## config.mk

```make
export PLATFORM = sky130hd
export DESIGN_NAME = link_pattern_gen
export DESIGN_NICKNAME = d
export VERILOG_FILES = /design/src/rtl/link_test_pkg.sv /design/src/rtl/link_pattern_gen.sv
export SDC_FILE = /design/constraint.sdc
export NUM_CORES = 1
export LEC_CHECK = 0
export ABC_AREA = 1
export BUFFER_PORTS_ARGS = -buffer_cell sky130_fd_sc_hd__buf_4
export CAP_MARGIN = 20
export CORE_MARGIN = 1
export CORE_UTILIZATION = 55
export DETAILED_ROUTE_END_ITERATION = 10
export HOLD_SLACK_MARGIN = 0.06
export PLACE_DENSITY_LB_ADDON = 0.25
export SYNTH_ARGS = -nofsm -noshare
export SYNTH_HDL_FRONTEND = slang
export SYNTH_SLANG_ARGS = --single-unit
```

## constraint.sdc

```tcl
create_clock -name clk -period 4.15 [get_ports clk]
set_input_delay 0.415 -clock clk [delete_from_list [all_inputs] [get_ports clk]]
set_output_delay 0.415 -clock clk [all_outputs]
set_load 0.05 [all_outputs]
```

## src/rtl/link_test_pkg.sv

```systemverilog
// Shared link-test definitions: checker state encoding, data width, default test-pattern seed.
// Used by both ends of the link so the pattern definition lives in one place.
package link_test_pkg;

    localparam int LINK_DATA_W = 32;
    localparam logic [LINK_DATA_W-1:0] LINK_SEED_DEFAULT = 32'hFFFF_FFFF;

    typedef enum logic [1:0] {
        ST_IDLE,
        ST_CHECK,
        ST_PASS,
        ST_FAIL
    } chk_state_t;

    // Test pattern is a down-counter; wraps from 0 to all-ones.
    function automatic logic [LINK_DATA_W-1:0] pattern_next(input logic [LINK_DATA_W-1:0] cur);
        return cur - LINK_DATA_W'(1);
    endfunction

endpackage

```

## src/rtl/link_pattern_gen.sv

```systemverilog
// Loadable 32-bit down-counter producing the link test pattern.
// Latency: value updates on the edge that samples load/step (load wins).
// Backpressure: none; step advances one word per asserted cycle.
module link_pattern_gen
    import link_test_pkg::*;
(
    input  logic                   clk,
    input  logic                   rst,
    input  logic                   load,
    input  logic [LINK_DATA_W-1:0] load_value,
    input  logic                   step,
    output logic [LINK_DATA_W-1:0] value
);

    always_ff @(posedge clk or negedge rst) begin
        if (!rst) begin
            value <= '0;
        end else if (load) begin
            value <= load_value;
        end else if (step) begin
            value <= pattern_next(value);
        end
    end

endmodule

```

* Word-level counts from Yosys, hierarchy flattened *
Cells that the tools add are included.

word-level totals
  input bits = 36
  register bits after elaboration = 32
  logic and storage cells = 5
  output and inout port bits = 32

cells by class
  muxes and demuxes = 2
  reductions and logical operators = 1
  add/subtract/negate cells = 1

operator list
  kind                                                count
  2-to-1 mux 32 bit                                   2
  subtractor 32 x 1 -> 32 bit, second input constant  1
  nonzero test 2 bit                                  1

* Logic depth before layout (Yosys ltp) *
Gate-level depths: netlist of run 1.

  word-level depth = 3
  depth in mapped cells = 10
  gate-level depth less buffers = 10

* Worst setup path before layout of run 1 *
OpenSTA, ideal clock, no wires.

  path kind = register to register
  start = register value[0]
  end = register value[26]
  slack = 2,397 ps
  clock period less this slack = 1,753 ps
  arrival time = 1,631 ps
  stages on the path, launching flop included = 10
  path buffers = 0
  library setup time = 122 ps
  required time = 4,028 ps
  cells stage by stage = dfrtp_1 > inv_1 > ha_1 > nand2_4 > nor2_8 > nand2_1 > nor2_1 > nand2_1 > nand3_1 > nand2_1

between the ends
  longest elaborated chain between the ends = 3

RTL lines
  element                      RTL line                text
  start: declaration           link_pattern_gen.sv:12  output logic [LINK_DATA_W-1:0] value
  start signal: assignment     link_pattern_gen.sv:19  value <= load_value;
  start signal: assignment     link_pattern_gen.sv:21  value <= pattern_next(value);
  subtractor 32 x 1 -> 32 bit  link_test_pkg.sv:17     return cur - LINK_DATA_W'(1);
  2-to-1 mux 32 bit            link_pattern_gen.sv:20  end else if (step) begin
  2-to-1 mux 32 bit            link_pattern_gen.sv:18  end else if (load) begin

Every way passes these cells. The select of a mux whose other input is x is not followed.
A chain may end at the register's enable or synchronous reset.

* Worst setup path in the final report of run 1 *
  start = register value[0]
  end = register value[14]

The elaborated chain is that of the path after synthesis.

==> impl_metrics.toml, run 1 <==
[cells_and_area]
final_common_cell = "nand2_1"
reg_top3 = "value: 32 flops"
fin_nets = 434
ff_latch_area_um2 = 801
multi_input_area_um2 = 1370
final_cell_mix = "nand2_1 (93), buf_4 (68), nor2_1 (51)"
largest_register_ffs = 32
drive_gt1_share_pct = 25.4
top_register = "value"
antennaDiodeCount = 0
area_delta_synth_final_pct = 27.0
final-instance-count-excl-fill = 448
fillers = 356

[clocking]
clk_latency_ns = 0.28
cts_made_buffers = 5
cts_resized = 0
clockBufferDepth = 2
cts_root_buf = "clkbuf_8"
cts_tree = "yes"
clkTransAtPathRegs_ns = 0.07
numClockSinks = 32
post-cts-setup-buffers = 0
postCtsHoldBufs = 0
htree_levels = 2

[global_routing]
track_usage_pct = 29.5
overflow = 0
antenna_found_initial = 0
grt_pass1_wl_um = 9920
grt_max_degree = 37
grt_pass1_vias = 2208

[critical_path]
worst_path_most_repeated_cell = "nand3_1"
arrival_ns = 1.85
critPathMaxFanout = 6
worstPathRequired_ns = 4.31
worst-path-buf-inv = 1
crit_slowest_cell = "dfrtp_1"
cp-start-kind = "register"
critPathMaxStageDelay_ns = 0.39
timing_worst_setup_path_type = "register to register"
crit_path_end_kind = "register"
worstPathCellList = "inv_1, ha_1, nand2_4, nor2_8, nand2_2, nor2_2, nand2_1, nand3_1, nand3_1"
critical-path-top-delay-family = "simple AND/OR/NAND/NOR gates"

[placed_design]
dpl.hpwl_um = 4440
routabilityCongestion = 0.866
dp_cells = 439
portBuffers = 67

[power_and_ir_drop]
powerDensity_nw_per_um2 = 352
power.total_mw = 1.04
p_leak_nw = 1.44
vdd_ir_drop_max_mv = 0.287

[yosys]
synth_cell_type_count = 30
synth.area.top_cells = "dfrtp_1 (34%), nand2_1 (15%), nor2_1 (8.4%), a22oi_1 (7.4%), nand3_1 (5.2%)"
synthCells = 331
synth_compound_area_share_pct = 14.5
synth_nets = 368
ys_ff_latch = 32
synth_area_per_cell_um2 = 7.02
synth_top_family_by_area = "simple AND/OR/NAND/NOR gates"
synth_edf_count = 0
netlist_area_um2 = 2320
yosys_warnings = 0
async_flop_share_pct = 100
ys.flop_type = "dfrtp_1"
yosysTopAreaCellShare_pct = 34.5
synth_mux_area_share_pct = 0
synthAdderAreaFrac_pct = 0.539
yosys.area.top_type = "dfrtp_1"
seq_area_frac_synth_pct = 34.5
synthSimpleGateAreaFrac_pct = 40.3
synth_xor_area_share_pct = 3.39

[routing]
wire_per_inst_um = 13.4
drt_wl_total_um = 5990
vias = 2426
firstDrtPassIters = 5
vias_per_cell = 5.42
dr.first_iter.drc_count = 200
remaining_drc_errors = 0
postRouteAntennaNets = 0

[floorplanning]
boundaryPins = 68
die_height_um = 67.0
die_w_um = 67.0
core_area_um2 = 4030
dieArea_um2 = 4490
start_util_pct = 57.7
placementRows = 23

[sta]
period_share_pct = 40.7
grt_setup_unrepaired = "no"
setup_viol = 0
skew_ns = 0.00546
slew_viol_final = 0
final_hold_viol_count = 0
max_clock_freq_mhz = 592
worst_pin_slew_ns = 0.587
maxSlewHeadroom_pct = 60.8
fin_crit_ns = 1.69
fin_setup_tns_ns = 0

[run_status]
outcome = "completed"

[worst_hold_path]
hold_path.class = "input pin to async pin"

[flow_run]
maxCapViolCount = 0
## cell type report
cell class	count	area share, %
Tap cell	50	2.12
Multi-Input combinational cell	260	46.3
Sequential cell	32	27.1
Inverter	29	3.69
Timing Repair Buffer	69	17.7
Clock buffer	8	3.05
## Yosys cell counts (2+ instances only)
cell / instances
nand2_1: 93
nor2_1: 52
dfrtp_1: 32
inv_1: 28
nand3_1: 24
a22oi_1: 23
o21ai_1: 9
nor2_2: 8
xor2_1: 7
o21bai_1: 6
clkbuf_1: 5
nand2_2: 5
nand4_1: 5
a21oi_1: 4
nor2_4: 4
buf_2: 3
nand2_4: 3
o211ai_1: 3
o21ai_0: 3
buf_4: 2
nor2_8: 2
xnor2_1: 2
## power breakdown
part / internal [mW] / switching, mW / total [mW]
registers: 0.345 / 0.0568 / 0.402
logic: 0.128 / 0.259 / 0.386
clock network: 0.135 / 0.115 / 0.250
## per-stage QoR
| stage | hold WS (ns) | utilization [%] | cell area (µm²) | setup WS, ns |
|---|---|---|---|---|
| floorplan | 0.119 | - | 2320 | 2.40 |
| global placement | 0.372 | 70.7 | 2850 | 2.20 |
| detailed placement | 0.381 | 70.7 | 2850 | 2.13 |
| CTS | 0.0798 | 73.0 | 2940 | 2.43 |
| global route | 0.0888 | 73.3 | 2950 | 2.29 |
| finish | 0.0653 | 73.3 | 2950 | 2.46 |
## layer usage
| metal | GRT usage (%) | up-vias | wire, µm |
|---|---|---|---|
| met5 | 0 | - | 0 |
| met1 | 37.8 | 1092 | 2490 |
| met2 | 48.9 | 101 | 2870 |
| met3 | 6.34 | 15 | 493 |
| met4 | 9.84 | 0 | 136 |
| li1 | - | 1218 | - |
## cell families after synthesis
family | count (synthesis)
AND/OR/NAND/NOR | 200
AO/OA/AOI/OAI | 50
buffers and inverters | 39
flip-flops | 32
XOR/XNOR | 9
adder cells (fa/ha/maj) | 1
## worst paths after layout
path                                       startpoint                     to  slack [ns]  depth (start not counted)
worst min-delay path                              rst   value[9]$_DFFE_PN0P_        0.07                          1
worst max-delay path             value[0]$_DFFE_PN0P_  value[14]$_DFFE_PN0P_        2.46                          9
worst max register to register   value[0]$_DFFE_PN0P_  value[14]$_DFFE_PN0P_        2.46                          9
max in group asynchronous                         rst  value[27]$_DFFE_PN0P_        3.79                          1
worst min register to register  value[30]$_DFFE_PN0P_  value[30]$_DFFE_PN0P_        0.56                          2
min in group clk                        load_value[6]   value[6]$_DFFE_PN0P_        0.34                          3
Power figures use the tool's default switching activity.
==> inputs of run 2 (changes only) <==
--- a/config.mk
+++ b/config.mk
@@ -9,7 +9,7 @@
 export BUFFER_PORTS_ARGS = -buffer_cell sky130_fd_sc_hd__buf_4
 export CAP_MARGIN = 20
 export CORE_MARGIN = 1
-export CORE_UTILIZATION = 55
+export CORE_UTILIZATION = 52
 export DETAILED_ROUTE_END_ITERATION = 10
 export HOLD_SLACK_MARGIN = 0.06
 export PLACE_DENSITY_LB_ADDON = 0.25
==> constraint.sdc (replaced) <==
create_clock -name clk -period 1.6 [get_ports clk]
set_input_delay 0.16 -clock clk [delete_from_list [all_inputs] [get_ports clk]]
set_output_delay 0.16 -clock clk [all_outputs]
set_load 0.05 [all_outputs]
==> impl_metrics.toml, run 2 (synthesis gave the netlist of run 1 again) <==
[run_status]
outcome = "completed"

[cells_and_area]
fillers = 356
final-instance-count-excl-fill = 453
top_register = "value"
fin_nets = 439
area_delta_synth_final_pct = 29.9
antennaDiodeCount = 0
fin_area_um2 = 3020
ff_latch_area_um2 = 805
final_cell_mix = "nand2_1 (93), buf_4 (73), nor2_1 (49)"
largest_register_ffs = 32
multi_input_area_um2 = 1390
final_common_cell = "nand2_1"
drive_gt1_share_pct = 28.5
reg_top3 = "value: 32 flops"

[routing]
firstDrtPassIters = 4
vias = 2493
wire_per_inst_um = 14.1
dr.first_iter.drc_count = 177
postRouteAntennaNets = 0
remaining_drc_errors = 0
drt_wl_total_um = 6380
vias_per_cell = 5.50

[sta]
period_share_pct = 93.8
maxSlewHeadroom_pct = 66.7
grt_setup_unrepaired = "yes"
worst_pin_slew_ns = 0.499
skew_ns = 0.0119
max_clock_freq_mhz = 666
fin_crit_ns = 1.50
setup_viol = 0
fin_setup_tns_ns = 0
slew_viol_final = 0
final_hold_viol_count = 0

[clocking]
clk_latency_ns = 0.29
cts_made_buffers = 5
numClockSinks = 32
clockBufferDepth = 2
cts_tree = "yes"
htree_levels = 2
cts_root_buf = "clkbuf_8"
clkTransAtPathRegs_ns = 0.08

[floorplanning]
core_area_um2 = 4140
boundaryPins = 68
start_util_pct = 56.1
die_w_um = 68.8
dieArea_um2 = 4740
die_height_um = 68.8
placementRows = 23

[placed_design]
dpl.hpwl_um = 4670
routabilityCongestion = 0.906
portBuffers = 67
dp_cells = 444
placed_cell_area_um2 = 2890

[global_routing]
antenna_found_initial = 0
track_usage_pct = 29.9
grt_max_degree = 33
grt_pass1_wl_um = 10500
grt_pass1_vias = 2262
overflow = 0

[critical_path]
critPathMaxFanout = 5
cp-start-kind = "register"
worstPathRequired_ns = 1.78
reg2reg_depth = 8
timing_worst_setup_path_type = "register to register"
crit_path_end_kind = "register"
arrival_ns = 1.68

[power_and_ir_drop]
powerDensity_nw_per_um2 = 914
p_leak_nw = 1.46
vdd_ir_drop_max_mv = 0.578

[worst_hold_path]
hold_path.class = "input pin to register"
holdPathStages = 3

[flow_run]
maxCapViolCount = 0
==> run 2: final timing paths <==
kind	from	slack (ns)	end
worst min register to register	value[31]$_DFFE_PN0P_	0.59	value[31]$_DFFE_PN0P_
worst max-delay path	value[6]$_DFFE_PN0P_	0.1	value[25]$_DFFE_PN0P_
max in group asynchronous	rst	0.91	value[17]$_DFFE_PN0P_
worst max register to register	value[6]$_DFFE_PN0P_	0.1	value[25]$_DFFE_PN0P_
min in group asynchronous	rst	0.36	value[18]$_DFFE_PN0P_
worst min-delay path	load_value[1]	0.09	value[1]$_DFFE_PN0P_
==> run 2: cell type report <==
type                    instances  area share [%]
flip-flops and latches         32            26.6
multi-input cells             260            46.0
well taps                      50            2.07
clock buffers                   6            2.74
inverters                      29            3.69
clock inverters                 2           0.332
repair buffers                 74            18.5
==> run 2: timing repair <==
item,4_1_cts,5_1_grt
hold buffers,1,0
setup endpoints to repair,0,8
setup buffers,0,0
gates resized for setup,0,6
hold endpoints to repair,32,0
==> run 2: where the power goes <==
group | internal (mW) | switching [mW] | total [mW]
Clock | 0.344 | 0.327 | 0.671
Sequential | 0.897 | 0.151 | 1.05
Combinational | 0.350 | 0.689 | 1.04
==> run 2: stage by stage <==
step	hold slack [ns]	power, mW	utilization [%]	setup WS, ns
3_5_place_dp	0.133	2.08	69.8	0.0782
4_1_cts	0.0825	2.74	72.3	0.00557
6_report	0.0868	2.76	72.9	0.0989
5_1_grt	0.105	2.90	72.9	-0.0379
3_3_place_gp	0.126	2.06	69.8	0.128
2_1_floorplan	-0.136	1.73	-	0.0319
==> run 2: worst max-delay path: stages, from the launching register on <==
cell     delay (ns)
dfrtp_1        0.46
nor2_1         0.22
nand2_2        0.13
nor2_8         0.19
nand2_4        0.09
nor2_1         0.12
nand2_1        0.06
nand3_1        0.08
nand2_1        0.05
==> run 2: layer usage <==
layer	wire length (µm)	GRT usage (%)
met5	0	0
met4	106	9.44
met3	367	5.26
met2	3030	49.9
met1	2880	38.9
==> inputs of run 3 (changes only) <==
--- a/config.mk
+++ b/config.mk
@@ -12,7 +12,7 @@
 export CORE_UTILIZATION = 52
 export DETAILED_ROUTE_END_ITERATION = 10
 export HOLD_SLACK_MARGIN = 0.06
-export PLACE_DENSITY_LB_ADDON = 0.25
+export PLACE_DENSITY = 0.85
 export SYNTH_ARGS = -nofsm -noshare
 export SYNTH_HDL_FRONTEND = slang
 export SYNTH_SLANG_ARGS = --single-unit
==> impl_metrics.toml, run 3 (synthesis gave the netlist of run 1 again) <==
[clocking]
numClockSinks = 32
post-cts-setup-buffers = 0
clockBufferDepth = 2
cts_made_buffers = 5
cts_root_buf = "clkbuf_8"
clk_latency_ns = 0.28
clkTransAtPathRegs_ns = 0.06
cts_tree = "yes"
htree_levels = 2

[global_routing]
overflow = 0
track_usage_pct = 27.9
grt_pass1_vias = 2112
grt_pass1_wl_um = 9740
grt_max_degree = 33
antenna_found_initial = 0

[cells_and_area]
top_register = "value"
final-instance-count-excl-fill = 451
fillers = 361
drive_gt1_share_pct = 27.4
area_delta_synth_final_pct = 28.8
antennaDiodeCount = 0
reg_top3 = "value: 32 flops"
largest_register_ffs = 32
final_cell_mix = "nand2_1 (93), buf_4 (73), nor2_1 (50)"
fin_nets = 439
final_common_cell = "nand2_1"

[sta]
setup_viol = 0
slew_viol_final = 0
layout_setup_ws_ns = 0.127
max_clock_freq_mhz = 679
period_share_pct = 92.0
final_hold_viol_count = 0
skew_ns = 0.00557
fin_setup_tns_ns = 0
fin_crit_ns = 1.47
grt_setup_unrepaired = "no"
maxSlewHeadroom_pct = 71.7
worst_pin_slew_ns = 0.424

[critical_path]
cp-start-kind = "register"
arrival_ns = 1.64
r2r_end = "value[30]$_DFFE_PN0P_"
reg2reg_depth = 9
worstPathRequired_ns = 1.77
crit_path_end_kind = "register"
rr_startpoint = "value[0]$_DFFE_PN0P_"
critPathMaxFanout = 5
r2r_slack_ns = 0.13
timing_worst_setup_path_type = "register to register"

[power_and_ir_drop]
powerDensity_nw_per_um2 = 886
p_leak_nw = 1.45
vdd_ir_drop_max_mv = 0.619

[floorplanning]
die_height_um = 68.8
start_util_pct = 56.1
placementRows = 23
core_area_um2 = 4140
boundaryPins = 68
dieArea_um2 = 4740
die_w_um = 68.8

[worst_hold_path]
holdCritStartpoint = "load_value[6]"
hold_path_end = "value[6]$_DFFE_PN0P_"
hold_path.class = "input pin to register"
holdPathStages = 3

[routing]
vias_per_cell = 5.30
vias = 2391
remaining_drc_errors = 0
postRouteAntennaNets = 0
wire_per_inst_um = 13.3
firstDrtPassIters = 5
dr.first_iter.drc_count = 168
drt_wl_total_um = 6020

[run_status]
outcome = "completed"

[placed_design]
portBuffers = 67
routabilityCongestion = 0.977
dpl.hpwl_um = 4590
dp_cells = 444
post-place-ws_ns = 0.0736

[flow_run]
maxCapViolCount = 0
## run 3: cell types whose count changed in the layout (fill, tap and decap cells not counted), sizes merged
| cell | delta |
|---|---|
| clkinv | -2 |
## run 3: metal layers
metal | routed length [µm] | share of wire [%] | vias up | GRT usage, %
met5 | 0 | 0 | - | 0
met4 | 55 | 0.91 | 0 | 7.91
met3 | 382 | 6.4 | 4 | 5.26
met2 | 2850 | 47 | 83 | 46.0
met1 | 2730 | 45 | 1074 | 37.1
li1 | - | - | 1230 | -
## run 3: repair_timing
item | 4_1_cts | 5_1_grt
setup endpoints to repair | 0 | 6
hold buffers | 1 | 0
hold endpoints to repair | 32 | 0
gates resized for setup | 0 | 5
## run 3: worst max-delay path by stage
stage | start | endpoint | slack (ns)
floorplan | value[0]$_DFFE_PN0P_ | value[26]$_DFFE_PN0P_ | 0.03
global placement | value[0]$_DFFE_PN0P_ | value[30]$_DFFE_PN0P_ | 0.13
detailed placement | value[0]$_DFFE_PN0P_ | value[30]$_DFFE_PN0P_ | 0.07
CTS | value[0]$_DFFE_PN0P_ | value[30]$_DFFE_PN0P_ | 0.05
global route | value[12]$_DFFE_PN0P_ | value[26]$_DFFE_PN0P_ | 0.002
finish | value[0]$_DFFE_PN0P_ | value[30]$_DFFE_PN0P_ | 0.13
## run 3: area by class of cell
class	instances	area [µm²]	share of cell area, %
repair buffers	74	558	18.6
flip-flops and latches	32	803	26.8
clock buffers	6	72.6	2.42
inverters	29	114	3.80
multi-input cells	260	1380	46.2
well taps	50	62.6	2.09
## run 3: power breakdown
group          internal, mW  switching, mW
Combinational         0.350          0.684
Clock                 0.290          0.283
Sequential            0.897          0.149
## run 3: metrics by stage
stage	area [µm²]	power [mW]	hold WS, ns	utilization [%]
finish	2990	2.65	0.100	72.2
global route	2990	2.79	0.109	72.2
CTS	2970	2.65	0.0915	71.7
detailed placement	2890	2.07	0.124	69.7
global placement	2890	2.06	0.121	69.7
floorplan	2330	1.73	-0.136	-
## run 3: worst max-delay path, stage by stage (launching register included)
cell	delay (ns)
dfrtp_2	0.43
inv_4	0.10
ha_4	0.17
inv_1	0.09
nor2_2	0.18
nand2_1	0.09
o21ai_1	0.14
nand2_1	0.06
nand2_1	0.06
nand2_1	0.04
